File: src/rtl/lc3_mem_arbiter.sv
// Round-robin arbiter sharing the single-port LC-3 main memory between the
// CPU memory interface and a DMA/console requester, with fixed access latency.
module lc3_mem_arbiter #(
  parameter int unsigned MEM_LAT = 2
) (
  input  logic        clk,
  input  logic        rst,
  input  logic        cpu_req,
  input  logic        cpu_we,
  input  logic [15:0] cpu_addr,
  input  logic [15:0] cpu_wdata,
  output logic [15:0] cpu_rdata,
  output logic        cpu_r,
  input  logic        dma_req,
  input  logic        dma_we,
  input  logic [15:0] dma_addr,
  input  logic [15:0] dma_wdata,
  output logic [15:0] dma_rdata,
  output logic        dma_r,
  output logic        mem_en,
  output logic        mem_we,
  output logic [15:0] mem_addr,
  output logic [15:0] mem_wdata,
  input  logic [15:0] mem_rdata,
  output logic        busy,
  output logic        grant
);

  localparam int unsigned DW    = 16;
  localparam int unsigned CNT_W = 4;

  localparam logic [1:0] S_IDLE   = 2'd0;
  localparam logic [1:0] S_ACCESS = 2'd1;
  localparam logic [1:0] S_RESP   = 2'd2;

  localparam logic OWN_CPU = 1'b0;
  localparam logic OWN_DMA = 1'b1;

  logic [1:0]       state_q, state_d;
  logic [CNT_W-1:0] cnt_q, cnt_d;
  logic             owner_q, owner_d;
  logic             we_q, we_d;
  logic [DW-1:0]    addr_q, addr_d;
  logic [DW-1:0]    wdata_q, wdata_d;
  logic             last_owner_q, last_owner_d;

  logic [DW-1:0]    cpu_rdata_q, cpu_rdata_d;
  logic [DW-1:0]    dma_rdata_q, dma_rdata_d;
  logic             cpu_r_q, cpu_r_d;
  logic             dma_r_q, dma_r_d;
  logic             mem_en_q, mem_en_d;
  logic             mem_we_q, mem_we_d;
  logic [DW-1:0]    mem_addr_q, mem_addr_d;
  logic [DW-1:0]    mem_wdata_q, mem_wdata_d;
  logic             busy_q, busy_d;
  logic             grant_q, grant_d;

  logic             pick_dma;
  logic             in_access_d;

  // State and datapath registers; reset abandons any access in flight.
  always_ff @(posedge clk or posedge rst) begin
    if (rst) begin
      state_q      <= S_IDLE;
      cnt_q        <= '0;
      owner_q      <= OWN_CPU;
      we_q         <= 1'b0;
      addr_q       <= '0;
      wdata_q      <= '0;
      last_owner_q <= OWN_DMA;
      cpu_rdata_q  <= '0;
      dma_rdata_q  <= '0;
      cpu_r_q      <= 1'b0;
      dma_r_q      <= 1'b0;
      mem_en_q     <= 1'b0;
      mem_we_q     <= 1'b0;
      mem_addr_q   <= '0;
      mem_wdata_q  <= '0;
      busy_q       <= 1'b0;
      grant_q      <= 1'b0;
    end else begin
      state_q      <= state_d;
      cnt_q        <= cnt_d;
      owner_q      <= owner_d;
      we_q         <= we_d;
      addr_q       <= addr_d;
      wdata_q      <= wdata_d;
      last_owner_q <= last_owner_d;
      cpu_rdata_q  <= cpu_rdata_d;
      dma_rdata_q  <= dma_rdata_d;
      cpu_r_q      <= cpu_r_d;
      dma_r_q      <= dma_r_d;
      mem_en_q     <= mem_en_d;
      mem_we_q     <= mem_we_d;
      mem_addr_q   <= mem_addr_d;
      mem_wdata_q  <= mem_wdata_d;
      busy_q       <= busy_d;
      grant_q      <= grant_d;
    end
  end

  // Next-state logic: arbitration in IDLE, countdown in ACCESS, one RESP cycle.
  always_comb begin
    state_d      = state_q;
    cnt_d        = cnt_q;
    owner_d      = owner_q;
    we_d         = we_q;
    addr_d       = addr_q;
    wdata_d      = wdata_q;
    last_owner_d = last_owner_q;
    cpu_rdata_d  = cpu_rdata_q;
    dma_rdata_d  = dma_rdata_q;
    cpu_r_d      = 1'b0;
    dma_r_d      = 1'b0;
    pick_dma     = 1'b0;

    case (state_q)
      S_IDLE: begin
        if (cpu_req || dma_req) begin
          // On a tie the requester that did not own the last access wins.
          pick_dma = dma_req && (!cpu_req || (last_owner_q == OWN_CPU));
          owner_d  = pick_dma ? OWN_DMA : OWN_CPU;
          we_d     = pick_dma ? dma_we    : cpu_we;
          addr_d   = pick_dma ? dma_addr  : cpu_addr;
          wdata_d  = pick_dma ? dma_wdata : cpu_wdata;
          cnt_d    = CNT_W'(MEM_LAT - 1);
          state_d  = S_ACCESS;
        end
      end

      S_ACCESS: begin
        if (cnt_q == '0) begin
          if (!we_q) begin
            if (owner_q == OWN_DMA) dma_rdata_d = mem_rdata;
            else                    cpu_rdata_d = mem_rdata;
          end
          // Ready flops load here so the pulse lines up with the RESP cycle.
          cpu_r_d      = (owner_q == OWN_CPU);
          dma_r_d      = (owner_q == OWN_DMA);
          last_owner_d = owner_q;
          state_d      = S_RESP;
        end else begin
          cnt_d = cnt_q - CNT_W'(1);
        end
      end

      S_RESP: begin
        state_d = S_IDLE;
      end

      default: begin
        state_d = S_IDLE;
      end
    endcase
  end

  // Memory-side and status outputs are registered from the next-state values.
  always_comb begin
    in_access_d = (state_d == S_ACCESS);
    mem_en_d    = in_access_d;
    mem_we_d    = in_access_d && we_d && (cnt_d == '0);
    mem_addr_d  = in_access_d ? addr_d  : '0;
    mem_wdata_d = in_access_d ? wdata_d : '0;
    busy_d      = (state_d != S_IDLE);
    grant_d     = busy_d ? owner_d : 1'b0;
  end

  assign cpu_rdata = cpu_rdata_q;
  assign dma_rdata = dma_rdata_q;
  assign cpu_r     = cpu_r_q;
  assign dma_r     = dma_r_q;
  assign mem_en    = mem_en_q;
  assign mem_we    = mem_we_q;
  assign mem_addr  = mem_addr_q;
  assign mem_wdata = mem_wdata_q;
  assign busy      = busy_q;
  assign grant     = grant_q;

endmodule

File: config.mk
export PLATFORM = sky130hd
export DESIGN_NAME = lc3_mem_arbiter
export DESIGN_NICKNAME = d
export VERILOG_FILES = /design/src/rtl/lc3_mem_arbiter.sv
export SDC_FILE = /design/constraint.sdc
export NUM_CORES = 1
export LEC_CHECK = 0
export BUFFER_PORTS_ARGS = -buffer_cell sky130_fd_sc_hd__buf_4
export CAP_MARGIN = 20
export CORE_UTILIZATION = 39
export DETAILED_ROUTE_END_ITERATION = 10
export PLACE_DENSITY_LB_ADDON = 0.25
export SLEW_MARGIN = 20
export SYNTH_ARGS = -nofsm -noshare
export SYNTH_HDL_FRONTEND = slang
export SYNTH_SLANG_ARGS = --single-unit
export TNS_END_PERCENT = 5
File: constraint.sdc
create_clock -name clk -period 3.9 [get_ports clk]
set_clock_uncertainty 0.2 [all_clocks]
set_input_delay 0.78 -clock clk [delete_from_list [all_inputs] [get_ports clk]]
set_output_delay 0.78 -clock clk [all_outputs]
set_load 0.01 [all_outputs]
==> impl_results.md, run 1 <==
* Outcome: complete, no violations
* Final period util at 67.31%
* Die height at 110.2 um
* Largest net degree at the start of global routing at 70
* Synthesized area per cell at 13.50 um^2
* Final setup vio count at 0
* TritonCTS clock tree: done
* Initial antenna violation count at 0
* Arr. time, crit path at 2.65 ns
* Worst-path clk slew at 0.07 ns
* DIE AREA at 12130 um^2
* Gr usage total at 17.05%
* Initial DRC Count at 96
* Leak at 3.272 nW
* Router iterations before antenna repair at 6
* Post-Syn Nets at 425
* Area Growth Syn to Fin at 34.39%
* Routed Antenna Nets at 0
* Post_cts resized at 0
* Diode count at 0
* Place WS at 1.235 ns
* Clk buf depth at 2
* Number of register bits inferred by synthesis at 111
* Max stage delay cell, worst path: nand4bb_1
* WP data required at 3.93 ns
* Final hold violation count at 0
* Worst setup margin at 1.275 ns
* Worst r2r src: cnt_q[0]
* Crit. Startpoint: cnt_q[0]
* Top-Level Pins at 156
* GR Util met1 at 21.30%
* Hold_ws at 0.3066 ns
* First-pass GRT wire length at 15340 um
* Rows at 39
* CTS buffer count at 9
* Fin crit period at 2.625 ns
* EDFF count, synth at 0
* Synth unique cells at 36
* Vias in the first global route at 3146
* Core box area at 11420 um^2
* Setup TNS at 0 ns
* DRC errors left at 0
* Logic pwr share at 42.1%
* Normalized max-slew margin at 36.53%
* Max Cap Viol at 0
* Overall Power at 4.970 mW
* Crit path cell chain: inv_1 -> ha_1 -> nand3b_2 -> nand4bb_1 -> mux2_2
* Slew @ Worst Pin at 0.9520 ns
* Hold-fix buffers, CTS at 0
* Worst-path fanout max at 16
* Root Buffer: clkbuf_16
* Ys Warns at 0
* Die W at 110.2 um
* Max Transition Viols Final at 0
* Initial cell density of the core at 39.95%
* Register share of total power at 39.8%
* Unrepaired setup endpoints after global routing: no
* Clock latency at the later pin of the worst-skew pair at 0.35 ns
* Fin util at 53.69%
* Fmax at 380.9 MHz
* Routed wire length at 9705 um
* Power Density at 810.7 nW/um^2
* Htree depth at 3
* Met2 Track Usage GR at 25.98%
* Clk sinks at 111
* Grt total ovfl at 0
* Via density at 4.868
* Ys async rst share at 100.0%
* Int Pwr at 3.312 mW
* HPWL Detailed at 6591 um
* GR Util met3 at 8.230%
* Cell Area, Synth at 4562 um^2
* Worst vdd ir at 0.0005453 V
* DR vias at 3096
* Nets at 575
* Sequential fraction of the synthesis area at 60.92%
* CP peak stage delay at 0.83 ns
* # port buffers at 155
* Sw frac at 33.36%
* P_sw at 1.658 mW
* Hold crit path type: register to register
* GPL Wtd Cong at 0.7355
* Post-CTS Setup Bufs at 0
* Clk pwr share at 18.1%
* Share of post-route cells with drive strength above 1 at 44.83%
* Gr busiest metal: met2
* Hold Startpoint: dma_rdata[6]
* Startpoint types: register
* Path type of the worst setup path: register to register
* Top FF cell, synth: dfrtp_1
* CP endpoint kind: register
* Cells after Synth at 338
* Routed length per instance at 15.26 um
[flip-flops by register name (all words and copies together) (netlist names)]
name,flops
wdata_q,16
mem_wdata,16
we_q,1
last_owner_q,1
cpu_rdata,16
mem_addr,16
grant,1
busy,1
addr_q,16
dma_r,1
cnt_q,4
mem_we,1
cpu_r,1
dma_rdata,16
mem_en,1
state_q,2
owner_q,1
[cells in the final DEF (no fill, tap or decap), types with 2 or more instances in the layout]
cell type	n
o22ai_1	32
a21oi_1	2
nand2_1	5
inv_1	35
clkbuf_8	4
mux2_4	10
dfrtp_1	110
buf_4	159
nor3_1	2
nor2_1	5
mux2i_1	65
clkbuf_16	9
mux2_2	24
a31o_2	2
or2_2	2
nor4_1	2
a31oi_1	2
clkinv_2	3
[power groups by stage]
stage / Combinational, mW / Clock, mW / Sequential, mW
after floorplan: 1.11 / 0 / 2.12
after global placement: 2.05 / 0 / 1.99
after detailed placement: 2.11 / 0 / 2.00
after CTS: 2.12 / 0.933 / 1.98
after global routing: 2.30 / 0.986 / 2.05
final: 2.09 / 0.899 / 1.98
[cell usage after synthesis, types with 5 or more instances]
cell type	count	area share, %
dfrtp_1	110	60
nor2_1	5	0.41
mux2_4	10	3.3
nand2_1	6	0.49
o22ai_1	32	4.4
mux2_2	24	5.9
clkbuf_1	9	0.74
mux2i_1	65	14
inv_1	36	3.0
buf_2	9	0.99
[worst max-delay path, delay by kind of cell (launching register included)]
kind | cells | cell delay [ns]
adders and majority gates | 1 | 0.24
muxes | 1 | 0.57
and+or+nand+nor | 2 | 0.99
DFF | 1 | 0.42
buffers and inverters | 1 | 0.08
[area by class of cell]
type,instances,area [um^2]
fillers,1016,5288
flip-flops and latches,111,2779
multi-input cells,171,1545
repair buffers,159,1194
clock buffers,13,280.3
well taps,143,178.9
inverters,36,138.9
clock inverters,3,15.01
[routing by layer]
metal / up-vias / wire length [um]
met2: 121 / 4410
met3: 9 / 985
li1: 1469 / -
met5: - / 0
met4: 0 / 125
met1: 1497 / 4183
[logic make-up after synthesis]
kind of cell | after synthesis | synth area share, %
buffers and inverters | 56 | 5.376
AO/OA/AOI/OAI | 43 | 6.199
AND/OR/NAND/NOR | 27 | 3.566
multiplexers | 99 | 23.48
flip-flops | 111 | 60.92
adder cells (fa/ha/maj) | 1 | 0.2742
XOR/XNOR | 1 | 0.1920
[final timing paths]
check	end	slack (ns)	cells past startpoint
setup / recovery	dma_rdata[7]	1.27	5
max in group asynchronous	addr_q[3]	2.39	3
setup reg to reg	dma_rdata[7]	1.27	5
hold / removal	dma_rdata[6]	0.31	1
min in group asynchronous	mem_addr[5]	0.40	3
hold reg to reg	dma_rdata[6]	0.31	1
[per-stage QoR]
stage	cells	area, um^2
after floorplan	338	4566
after global placement	620	5836
after detailed placement	620	5836
after CTS	636	6131
after global routing	636	6131
final	636	6131
(Power assumes the default switching activity.)
==> run 2: changes to the inputs <==
--- a/config.mk
+++ b/config.mk
@@ -5,6 +5,7 @@
 export SDC_FILE = /design/constraint.sdc
 export NUM_CORES = 1
 export LEC_CHECK = 0
+export ABC_AREA = 1
 export BUFFER_PORTS_ARGS = -buffer_cell sky130_fd_sc_hd__buf_4
 export CAP_MARGIN = 20
 export CORE_UTILIZATION = 39
==> constraint.sdc (replaced) <==
create_clock -name clk -period 2.4 [get_ports clk]
set_clock_uncertainty 0.2 [all_clocks]
set_input_delay 0.48 -clock clk [delete_from_list [all_inputs] [get_ports clk]]
set_output_delay 0.48 -clock clk [all_outputs]
set_load 0.01 [all_outputs]
==> impl_results.md, run 2 <==
* Most frequent cells after synthesis: dfrtp_1 (110), nand2_1 (101), o21ai_0 (51)
* Share of post-route cells with drive strength above 1 at 31.23%
* Sequential fraction of the synthesis area at 63.17%
* HPWL Detailed at 7105 um
* Max Transition Viols Final at 0
* Count leader, synth: dfrtp_1
* Unrepaired setup endpoints after global routing: no
* Clk sinks at 111
* Share of the synthesized area in the top cell type at 62.57%
* Initial cell density of the core at 40.23%
* First-pass GRT wire length at 16960 um
* Initial DRC Count at 123
* Grt total ovfl at 0
* Xor-xnor portion of the synthesized cell area at 0%
* Hold crit path type: primary input to asynchronous set/reset pin
* Initial antenna violation count at 0
* CTS buffer count at 9
* Routed length per instance at 13.72 um
* Final period util at 86.01%
* Cells after Synth at 460
* # port buffers at 155
* Top FF cell, synth: dfrtp_1
* Synthesized area per cell at 9.564 um^2
* Synth unique cells at 25
* Arr. time, crit path at 2.09 ns
* Fin crit period at 2.064 ns
* Ys async rst share at 100.0%
* Root Buffer: clkbuf_16
* Gr usage total at 18.79%
* Max stage delay cell, worst path: dfrtp_1
* Setup TNS at 0 ns
* Path type of the worst setup path: register to register
* Met2 wire length at 4938 um
* Cell Area, Synth at 4399 um^2
* Startpoint types: register
* Post-synthesis mux area share at 0%
* Post-CTS Setup Bufs at 0
* Routed Antenna Nets at 0
* DRC errors left at 0
* Number of register bits inferred by synthesis at 111
* Htree depth at 3
* Most frequent cells in the layout: buf_4 (162), dfrtp_1 (110), nand2_1 (101), o21ai_0 (51), nor2_1 (43)
* Post_cts resized at 0
* DIE AREA at 11710 um^2
* Final setup vio count at 0
* DR vias at 3555
* Max Cap Viol at 0
* GPL Wtd Cong at 0.7765
* Top-Level Pins at 156
* Final hold violation count at 0
* Die height at 108.2 um
* Top routing layer in use: met4
* Router iterations before antenna repair at 4
* FF-to-FF setup slack at 0.34 ns
* CP endpoint kind: register
* Synth Area in Compound Gates at 9.670%
* Crit path cell chain: inv_1 -> ha_1 -> nand2_2 -> nor2_4 -> inv_2 -> nor2_8 -> nand2_2 -> nand2_1 -> nand2_1
* Nets at 700
* Clock latency at the later pin of the worst-skew pair at 0.34 ns
* Layout fillers at 1019
* Power Density at 1300 nW/um^2
* Worst vdd ir at 0.0005701 V
* Post-Syn Nets at 547
* Outcome: complete, no violations
* EDFF count, synth at 0
* TritonCTS clock tree: done
* Synth top area cells: dfrtp_1 (63%), nand2_1 (8.6%), o21ai_0 (5.8%)
* Ys Warns at 0
* Combinational family with the most area after synthesis: simple AND/OR/NAND/NOR gates
* Normalized max-slew margin at 61.40%
* Hold-fix buffers, CTS at 0
* CP peak stage delay at 0.40 ns
* Cell taking the most area after synthesis: dfrtp_1
* Slew @ Worst Pin at 0.5791 ns
* Worst-path clk slew at 0.07 ns
* Worst-path fanout max at 18
* Adder-Cell Fraction of Synth Area at 0.2844%
* Vias in the first global route at 3497
* Largest net degree at the start of global routing at 112
* Hold_ws at 0.08821 ns
* CP delay by family, top: simple AND/OR/NAND/NOR gates
* Core box area at 10940 um^2
* Diode count at 0
* Metal3 WL at 776 um
* Most common cell after layout, fill and taps aside: buf_4
* WP data required at 2.43 ns
* Metal-1 WL at 4572 um
* Leak at 3.061 nW
* Via density at 4.690
* Routed wire length at 10400 um
* Fmax at 484.4 MHz
* Simple-gate share of the synthesized area at 21.39%
* Rows at 38
* Die W at 108.2 um
* CP Buf/Inv Count at 2
* Area Growth Syn to Fin at 36.52%
* Clk buf depth at 2
run 2: changes by cell type in the layout (fill, tap and decap cells not counted), moves of 6 or more:
cell / previous run / this run
mux2_4: 10 / 0
and2_1: 1 / 32
o21ai_1: 0 / 30
o21ai_0: 0 / 51
o22ai_1: 32 / 1
inv_1: 35 / 29
mux2_2: 24 / 0
nor2_1: 5 / 43
nand3_1: 1 / 23
mux2i_1: 65 / 0
nand2_1: 5 / 101
run 2: cell families after synthesis:
| logic type | Yosys count |
|---|---|
| simple gates | 208 |
| fa+ha+maj | 1 |
| buf+inv | 56 |
| flops | 111 |
| compound gates | 84 |
run 2: per-stage QoR:
step / area [um^2] / worst slack (ns) / power (mW) / std cells / utilization (%)
2_1_floorplan: 4403 / 0.3774 / 4.974 / 460 / -
3_3_place_gp: 5720 / 0.4411 / 6.362 / 742 / 52.31
5_1_grt: 6006 / 0.08490 / 8.451 / 758 / 54.92
3_5_place_dp: 5720 / 0.3283 / 6.470 / 742 / 52.31
4_1_cts: 6006 / 0.3223 / 7.925 / 758 / 54.92
6_report: 6006 / 0.3357 / 7.807 / 758 / 54.92
run 2: worst paths after layout:
| kind | depth (start not counted) | startpoint | endpoint |
|---|---|---|---|
| max | 9 | cnt_q[0] | dma_rdata[7] |
| min | 3 | rst | mem_wdata[13] |
| max reg2reg | 9 | cnt_q[0] | dma_rdata[7] |
| min reg2reg | 2 | dma_rdata[11] | dma_rdata[11] |
| max in group asynchronous | 3 | rst | mem_wdata[10] |
| min in group clk | 3 | mem_rdata[13] | cpu_rdata[13] |
run 2: worst reg2reg max path: stages, from the launching register on:
cell,delay [ns]
dfrtp_1,0.40
inv_1,0.13
ha_1,0.25
nand2_2,0.10
nor2_4,0.11
inv_2,0.09
nor2_8,0.23
nand2_2,0.25
nand2_1,0.14
nand2_1,0.06
run 2: layer usage:
metal | vias to the layer above | global-route usage, %
met5 | - | 0
li1 | 1757 | -
met2 | 110 | 29.62
met4 | 0 | 5.871
met3 | 9 | 6.329
met1 | 1679 | 24.41
run 2: area by class of cell:
class                   instances  area (um^2)  area share (%)
multi-input cells             293         1379           22.96
repair buffers                164         1256           20.92
inverters                      34        131.4           2.188
clock inverters                 5        42.54          0.7083
flip-flops and latches        111         2779           46.27
well taps                     140        175.2           2.917
clock buffers                  11        242.7           4.042
run 2: power breakdown:
| group | internal [mW] | switching [mW] |
|---|---|---|
| logic | 1.46 | 1.78 |
| registers | 2.76 | 0.378 |
| clock network | 0.743 | 0.680 |
==> run 3: changes to the inputs <==
--- a/config.mk
+++ b/config.mk
@@ -10,7 +10,7 @@
 export CAP_MARGIN = 20
 export CORE_UTILIZATION = 39
 export DETAILED_ROUTE_END_ITERATION = 10
-export PLACE_DENSITY_LB_ADDON = 0.25
+export PLACE_DENSITY = 0.68
 export SLEW_MARGIN = 20
 export SYNTH_ARGS = -nofsm -noshare
 export SYNTH_HDL_FRONTEND = slang
==> impl_results.md, run 3 (synthesis gave the netlist of run 2 again) <==
* Router iterations before antenna repair at 4
* Final setup vio count at 0
* Routed length per instance at 13.79 um
* Fin crit period at 1.992 ns
* Post_cts resized at 0
* Routed wire length at 10480 um
* Nets at 702
* Rows at 38
* Vias in the first global route at 3467
* CP peak stage delay at 0.37 ns
* Root Buffer: clkbuf_16
* Share of post-route cells with drive strength above 1 at 31.61%
* Max stage delay cell, worst path: dfrtp_1
* Max Cap Viol at 0
* CP endpoint kind: register
* Gr usage total at 18.52%
* Reg2reg end: mem_wdata[3]
* Area Growth Syn to Fin at 37.32%
* Worst vdd ir at 0.0005308 V
* Arr. time, crit path at 2.07 ns
* Unrepaired setup endpoints after global routing: no
* Die height at 108.2 um
* Normalized max-slew margin at 62.17%
* Most frequent cells in the layout: buf_4 (165), dfrtp_1 (110), nand2_1 (101), o21ai_0 (51), nor2_1 (43)
* # port buffers at 155
* Initial cell density of the core at 40.23%
* Initial antenna violation count at 0
* Die W at 108.2 um
* Place WS at 0.4231 ns
* CP delay by family, top: simple AND/OR/NAND/NOR gates
* Slew @ Worst Pin at 0.5675 ns
* Outcome: complete, no violations
* Overall Power at 7.941 mW
* Core box area at 10940 um^2
* Post-CTS Setup Bufs at 0
* DRC errors left at 0
* Clk sinks at 111
* DIE AREA at 11710 um^2
* WP data required at 2.47 ns
* Final hold violation count at 0
* Worst-path clk slew at 0.07 ns
* Worst r2r src: cnt_q[0]
* Grt total ovfl at 0
* Max Transition Viols Final at 0
* Hold crit path type: primary input to asynchronous set/reset pin
* First-pass GRT wire length at 16770 um
* Fmax at 501.9 MHz
* Hold-fix buffers, CTS at 0
* Path type of the worst setup path: register to register
* Crit path cell chain: inv_1 -> ha_1 -> a21oi_2 -> inv_2 -> nand2_1 -> buf_12 -> and2_1
* Via density at 4.743
* Worst-path fanout max at 24
* DR vias at 3605
* Htree depth at 3
* FF-to-FF setup slack at 0.41 ns
* Clk buf depth at 2
* GPL Wtd Cong at 0.7682
* Startpoint types: register
* Clock latency at the later pin of the worst-skew pair at 0.34 ns
* Most common cell after layout, fill and taps aside: buf_4
* Diode count at 0
* Routed Antenna Nets at 0
* Leak at 3.087 nW
* FF-to-FF path depth at 7
* Top-Level Pins at 156
* HPWL Detailed at 7308 um
* Initial DRC Count at 165
* CP Buf/Inv Count at 3
* Largest net degree at the start of global routing at 47
* Setup TNS at 0 ns
* Worst setup margin at 0.4078 ns
* Final period util at 83.01%
* Power Density at 1315 nW/um^2
* TritonCTS clock tree: done
* CTS buffer count at 9
## run 3: cell types whose count changed in the layout (fill, tap and decap cells not counted)
cell and delta:
clkbuf_1 -1, clkbuf_8 +1, bufinv_16 +1, buf_12 -1, clkinvlp_4 -1, buf_4 +3
## run 3: area by class of cell
cell class / count / area, um^2
multi-input combinational: 293 / 1379
clock buffer: 11 / 252.7
sequential: 111 / 2779
clock inverter: 5 / 65.06
fill: 994 / 4895
inverter: 34 / 131.4
tap: 140 / 175.2
timing repair buffer: 166 / 1259
## run 3: power breakdown
part / internal, mW / total, mW / switching, mW
combinational: 1.47 / 3.25 / 1.79
sequential: 2.76 / 3.14 / 0.383
clock: 0.876 / 1.54 / 0.668
## run 3: per-stage QoR
stage	instances	area [um^2]	hold slack (ns)	util [%]
2_1_floorplan	460	4403	0.2494	-
3_3_place_gp	744	5723	0.2559	52.33
3_5_place_dp	744	5723	0.2618	52.33
4_1_cts	760	6041	0.08072	55.24
5_1_grt	760	6041	0.1106	55.24
6_report	760	6041	0.07324	55.24
## run 3: worst min-delay path: cells and delay by family
family	cells	cell delay (ns)
buffers and inverters	3	0.55
## run 3: layer usage
metal	share of wire, %	up-vias	track usage [%]
li1	-	1767	-
met2	46	143	29.07
met1	44	1682	24.67
met5	0	-	0
met4	1.4	0	6.654
met3	8.5	13	4.943
## run 3: how the worst max path moves through the flow
stage,from,end,cells after the start
after global placement,cpu_req,mem_we,10
after floorplan,rst,addr_q[0],1
after detailed placement,cpu_req,mem_we,10
final,cnt_q[0],mem_wdata[3],7
after CTS,cnt_q[0],mem_wdata[3],7
after global routing,cnt_q[0],mem_addr[12],7
